File: config.mk
export PLATFORM = sky130hd
export DESIGN_NAME = gpio_irq_ctrl
export DESIGN_NICKNAME = d
export VERILOG_FILES = /design/src/rtl/gpio_irq_pkg.sv /design/src/rtl/gpio_irq_sync.sv /design/src/rtl/gpio_irq_ctrl.sv
export SDC_FILE = /design/constraint.sdc
export NUM_CORES = 1
export LEC_CHECK = 0
export CORE_ASPECT_RATIO = 0.5
export CORE_MARGIN = 2
export CORE_UTILIZATION = 50
export CTS_CLUSTER_DIAMETER = 40
export DETAILED_ROUTE_END_ITERATION = 10
export GPL_ROUTABILITY_DRIVEN = 0
export PLACE_DENSITY = 0.85
export SLEW_MARGIN = 5
export SYNTH_ARGS = -nofsm -noshare
export SYNTH_HDL_FRONTEND = slang
export SYNTH_SLANG_ARGS = --single-unit
File: constraint.sdc
create_clock -name sys_clk -period 2.8 [get_ports sys_clk]
set_clock_uncertainty 0.15 [all_clocks]
set_input_delay 0.56 -clock sys_clk [delete_from_list [all_inputs] [get_ports sys_clk]]
set_output_delay 0.56 -clock sys_clk [all_outputs]
set_load 0.01 [all_outputs]
File: src/rtl/gpio_irq_pkg.sv
// Shared register map and priority-encoder helper for the GPIO interrupt controller.
package gpio_irq_pkg;

  localparam logic [1:0] ADDR_ENABLE  = 2'd0;
  localparam logic [1:0] ADDR_RISE    = 2'd1;
  localparam logic [1:0] ADDR_FALL    = 2'd2;
  localparam logic [1:0] ADDR_PENDING = 2'd3;

  localparam int MAX_WIDTH = 16;
  localparam int MAX_ID_W  = 4;

  // Callers zero-extend narrower vectors; bit 0 has the highest priority.
  function automatic logic [MAX_ID_W-1:0] lowest_set_idx(input logic [MAX_WIDTH-1:0] vec);
    logic [MAX_ID_W-1:0] idx;
    idx = '0;
    for (int i = MAX_WIDTH - 1; i >= 0; i--) begin
      if (vec[i]) idx = MAX_ID_W'(i);
    end
    return idx;
  endfunction

endpackage

File: src/rtl/gpio_irq_sync.sv
// Multi-stage input synchroniser with a one-cycle history register for edge detection.
module gpio_irq_sync #(
  parameter int WIDTH       = 8,
  parameter int SYNC_STAGES = 2
) (
  input  logic             sys_clk,
  input  logic             rst,
  input  logic [WIDTH-1:0] gpio_i,
  output logic [WIDTH-1:0] rise,
  output logic [WIDTH-1:0] fall
);

  logic [WIDTH-1:0] sync_q [SYNC_STAGES];
  logic [WIDTH-1:0] prev_q;
  logic [WIDTH-1:0] sync_out;

  always_ff @(posedge sys_clk or posedge rst) begin
    if (rst) begin
      for (int i = 0; i < SYNC_STAGES; i++) sync_q[i] <= '0;
      prev_q <= '0;
    end else begin
      sync_q[0] <= gpio_i;
      for (int i = 1; i < SYNC_STAGES; i++) sync_q[i] <= sync_q[i-1];
      prev_q <= sync_q[SYNC_STAGES-1];
    end
  end

  assign sync_out = sync_q[SYNC_STAGES-1];
  assign rise     = sync_out & ~prev_q;
  assign fall     = ~sync_out & prev_q;

endmodule

File: src/rtl/gpio_irq_ctrl.sv
// GPIO edge interrupt controller: edge capture into W1C pending bits, masked
// lowest-index request to the CPU, and a single-cycle config register port.
module gpio_irq_ctrl
  import gpio_irq_pkg::*;
#(
  parameter  int WIDTH       = 8,
  parameter  int SYNC_STAGES = 2,
  localparam int ID_W        = $clog2(WIDTH)
) (
  input  logic             sys_clk,
  input  logic             rst,
  input  logic [WIDTH-1:0] gpio_i,
  input  logic             cfg_we,
  input  logic [1:0]       cfg_addr,
  input  logic [WIDTH-1:0] cfg_wdata,
  output logic [WIDTH-1:0] cfg_rdata,
  output logic             ext_irq,
  output logic [ID_W-1:0]  irq_id
);

  localparam int WARM_DONE = SYNC_STAGES + 1;
  localparam int WARM_W    = $clog2(WARM_DONE + 1);

  logic [WIDTH-1:0]  rise, fall, hit, clr, act;
  logic [WIDTH-1:0]  enable_q, rise_en_q, fall_en_q, pending_q;
  logic [WARM_W-1:0] warm_cnt;
  logic              warm_done;

  gpio_irq_sync #(
    .WIDTH       (WIDTH),
    .SYNC_STAGES (SYNC_STAGES)
  ) u_sync (
    .sys_clk (sys_clk),
    .rst     (rst),
    .gpio_i  (gpio_i),
    .rise    (rise),
    .fall    (fall)
  );

  // Holds off edge detection until the synchroniser and history register
  // carry real samples, so pins high at reset do not look like rising edges.
  always_ff @(posedge sys_clk or posedge rst) begin
    if (rst)             warm_cnt <= '0;
    else if (!warm_done) warm_cnt <= warm_cnt + 1'b1;
  end

  assign warm_done = (warm_cnt == WARM_W'(WARM_DONE));
  assign hit       = warm_done ? ((rise & rise_en_q) | (fall & fall_en_q)) : '0;
  assign clr       = (cfg_we && cfg_addr == ADDR_PENDING) ? cfg_wdata : '0;
  assign act       = pending_q & enable_q;

  always_ff @(posedge sys_clk or posedge rst) begin
    if (rst) begin
      enable_q  <= '0;
      rise_en_q <= '0;
      fall_en_q <= '0;
      pending_q <= '0;
    end else begin
      if (cfg_we && cfg_addr == ADDR_ENABLE) enable_q  <= cfg_wdata;
      if (cfg_we && cfg_addr == ADDR_RISE)   rise_en_q <= cfg_wdata;
      if (cfg_we && cfg_addr == ADDR_FALL)   fall_en_q <= cfg_wdata;
      // New edges win over a simultaneous clear of the same bit.
      pending_q <= (pending_q & ~clr) | hit;
    end
  end

  always_ff @(posedge sys_clk or posedge rst) begin
    if (rst) begin
      ext_irq <= 1'b0;
      irq_id  <= '0;
    end else begin
      ext_irq <= |act;
      irq_id  <= ID_W'(lowest_set_idx(MAX_WIDTH'(act)));
    end
  end

  always_comb begin
    cfg_rdata = '0;
    case (cfg_addr)
      ADDR_ENABLE:  cfg_rdata = enable_q;
      ADDR_RISE:    cfg_rdata = rise_en_q;
      ADDR_FALL:    cfg_rdata = fall_en_q;
      ADDR_PENDING: cfg_rdata = pending_q;
      default:      cfg_rdata = '0;
    endcase
  end

endmodule

* Word-level counts from Yosys, hierarchy flattened
Cells that the tools add are included.
Word-level totals: bits in registers 62, input port bits 21, output and inout bits 12, word-level logic and storage cells 43
Cells by class: add/sub/neg operators 1, equal/unequal tests 4, muxes and demuxes 11, bitwise gates (word level) 11, reduce and logical (&&, ||, !) cells 6
Operators by type and width (count):
- $and A8 B8 Y8 | 6
- $pmux W8 S4 | 1
- $mux W3 | 8
- $not A8 Y8 | 3
- $mux W8 | 2
- $or A8 B8 Y8 | 2
- $reduce_or A8 Y1 | 1
- $eq A2 B2 Y1 const B | 3
- $logic_and A1 B1 Y1 | 4
- $add A2 B1 Y2 const B | 1
- $eq A2 B1 Y1 const B | 1
- $logic_not A2 Y1 | 1

* Logic depth before layout (Yosys ltp)
depth after elaboration 9, gate-level depth with buffers 4, gate-level depth less buffers 3

* Hierarchy
A second synthesis with hierarchy kept.
Unflattened totals: cell total of the unflattened synthesis 166, area, all modules 2578.7 µm²
By module, submodules not included:
- gpio_irq_ctrl | times used 1, cells an instance 125, area each 1834.3 µm², sequential area each 950.9 µm²
- gpio_irq_sync | times used 1, cells an instance 41, area each 744.5 µm², sequential area each 600.6 µm²

* Least setup slack after synthesis
Ideal clock, no wire load.
kind input port to output port, start input port cfg_addr[1], end output port cfg_rdata[7], data arrival time 1354 ps, data required time 2090 ps, path slack 736 ps, stages on the path 2, path buffers 1, cells stage by stage buf_2 mux4_1
On the way: word-level cells in the longest chain between the ends 2, elaborated cells between the ends (all ways) 5, those cells by class eq/ne (3); mux (1); reduce/logical (1)
RTL lines:
- start: declaration | line gpio_irq_ctrl.sv:14 | input logic [1:0] cfg_addr,
- $eq A2 B2 Y1 (tied with other cells) | line gpio_irq_ctrl.sv:79 | case (cfg_addr)
- $pmux W8 S4 * | line gpio_irq_ctrl.sv:79
- end: declaration | line gpio_irq_ctrl.sv:16 | output logic [WIDTH-1:0] cfg_rdata,
Every way passes the cells marked *; elsewhere a longest branch is shown, timed or not.

* Final worst setup path
Same ends and word-level chain as after synthesis.

==> run metrics <==
worst hold start u_sync.sync_q[13]$_DFF_PP0_; maximum vdd drop 0.3478 mV; sequential share of the synthesized area 0.6219; router iterations before antenna repair 4; Max-Slew Margin vs Limit 0.6585; die height between 50 and 60 um; TritonCTS clock tree built; post-CTS setup buffers 0; Worst-Margin Slew 511.7 ps; Worst EP required 2090 ps; Distinct cells, synth 25; cell area after synthesis 2495 um2; antenna cell count 0; Final min period about 2700 ps; Design Power 2.144 mW; Worst-path clk slew approximately 60 ps; top-count cell post-synth dfrtp_1; grt met2 use 0.2862; Max Slew Vio Count 0; Initial Util 0.5129; Pleak 1.340 nW; Final setup viols 0; Critical Path AT 1960 ps; power per cell area 692.8 nW/um2; R2R Setup Slk 1310 ps; clk sink count 62; status complete, no violations; initial antenna violation count 0; synthesis-to-layout area growth 24.02%; max frequency 375.2 MHz; met3 Use GR 0.06538; area fraction of the dominant cell type after synthesis 0.6219; WHS Path Cells 0; hold_buf cts 0; Post-synth EDFFs 0; final core utilization 0.6361; Non-Filler Instances around 280; PnR worst setup slack 134.5 ps; Seq cells post-synth 62; vias per std cell 5.398; gr busiest metal met2; max-cap violations 0; drc violations 0; Skew-Pair Late Insertion Delay about 330 ps; dominant cell type by area after synthesis dfrtp_1; I/O Buffers 32; die area 5605 um2; FFs w/ async S/R, synth 1.000; cell chain of the critical path clkdlybuf4s50_1 > mux4_1 > dlygate4sd2_1; Post-synth top cells 62 x dfrtp_1, 25 x mux2_2, 22 x nand2_1; cells after synthesis 165; Final ANT Viol Nets 0; # rows 18; number of global-route vias before repair 1435; RSZ-0062 raised after global routing no; gr usage total 0.1781; dpl hpwl 3168 um; final hold violations 0; CP max stage cell mux4_1; first-pass GRT wire length 7182 um; Worst R2R Start warm_cnt[0]$_DFFE_PP0N_; period utilization 0.9520; ys flop type dfrtp_1; buffer type at the clock tree root clkbuf_8; worst slack at placement -183.7 ps; DIE WIDTH 103.9 um; DRT Wirelength 4653 um; Crit path largest cell delay 570 ps; largest net degree at the start of global routing 63; routed vias 1533; gr ovfl total 0; number of CTS-inserted buffers 9; IO Pins 33; top cells by area, synth dfrtp_1 62%, mux2_2 11%, mux4_1 8.4%; core area about 5000 um2; RR Endpoint warm_cnt[1]$_DFFE_PP0N_; syn_nets 187; htree depth 3; final net count between 200 and 250; Avg Cell Area, Syn 15.12 um2; fraction of layout cells with a size suffix above 1 0.2336; Placed Cells ~270; worst reg2reg path depth 2; met1 Use GR 0.2292; Hold EP u_sync.sync_out[5]$_DFF_PP0_; Avg WL per Cell 16.38 um; YS warnings 0; CP Max Fanout 2; WS Path Type in2out; CP Capture Type output pin; clock tree buffer depth 2; Iter 0 DRT Violations 80; total negative slack 0 ps; Worst Hold Class reg2reg; CP Launch Type primary input
-- metrics by stage --
stage	hold WS, ps	instance area [um2]
global route	205.7	3094
CTS	200.2	3084
finish	198.7	3094
detailed placement	184.7	2928
global placement	182.6	2928
floorplan	181.2	2495
-- sequential cells by signal (all words and copies together) (netlist names) --
register,count
rise_en_q,8
fall_en_q,8
u_sync.prev_q,8
u_sync.sync_q,8
enable_q,8
pending_q,8
irq_id,3
warm_cnt,2
ext_irq,1
u_sync.sync_out,8
-- worst max-delay path: cells and delay by family --
kind	cells	cell delay, ps
mux	1	570
buf+inv	2	820
-- kinds of logic after synthesis --
| kind of cell | after synthesis | share of synthesized area |
|---|---|---|
| DFF | 62 | 0.6219 |
| xor gates and xnor gates | 1 | 0.003511 |
| buffers and inverters | 5 | 0.01153 |
| adders and majority gates | 1 | 0.005014 |
| AOI/OAI and AO/OA | 24 | 0.06971 |
| and+or+nand+nor | 39 | 0.09128 |
| muxes | 33 | 0.1971 |
-- cell usage in the layout (no fill, tap or decap), types with 2 or more instances in the layout --
master            n
o21ai_0           9
a32oi_1           2
nand3b_1          8
dlygate4sd2_1     8
clkinv_2          5
buf_4             2
nand2_1          22
clkbuf_8         10
a221oi_1          2
dfrtp_1          62
clkdlybuf4s50_1  23
mux4_1            8
mux2_2           25
a22oi_1           2
buf_6             2
a22o_1            9
-- worst max path at each step --
stage | cells past startpoint | startpoint | slack [ps] | to
6_report | 3 | cfg_addr[1] | 130 | cfg_rdata[7]
5_1_grt | 3 | cfg_addr[1] | 110 | cfg_rdata[7]
4_1_cts | 4 | cfg_addr[0] | 6 | cfg_rdata[3]
3_5_place_dp | 4 | cfg_addr[0] | -180 | cfg_rdata[3]
3_3_place_gp | 4 | cfg_addr[0] | -170 | cfg_rdata[4]
2_1_floorplan | 1 | rst | 550 | enable_q[0]$_DFFE_PP0P_
-- layer usage --
metal / share of wire / wire, um / vias to the layer above
met1: 0.45 / 2116 / 757
met3: 0.069 / 321 / 2
met4: 0.0049 / 23 / 0
met2: 0.47 / 2191 / 60
met5: 0 / 0 / -
li1: - / - / 714
-- cell type report --
type | instances | area, um2
tap | 70 | 87.58
multi-input combinational | 98 | 914.6
clock inverter | 5 | 25.02
inverter | 1 | 3.754
fill | 364 | 1770
clock buffer | 11 | 141.4
sequential | 62 | 1551
timing repair buffer | 37 | 370.4
-- where the power goes --
| part | switching (mW) | internal, mW |
|---|---|---|
| clock | 0.313 | 0.337 |
| sequential | 0.0943 | 1.02 |
| combinational | 0.152 | 0.230 |
| total | 0.559 | 1.58 |
-- what timing repair did --
item,CTS,global route
endpoints found under the hold margin,0,0
endpoints found under the setup margin,8,5
gates resized for setup,8,3
Note: power is estimated with default switching activity, not from simulation.
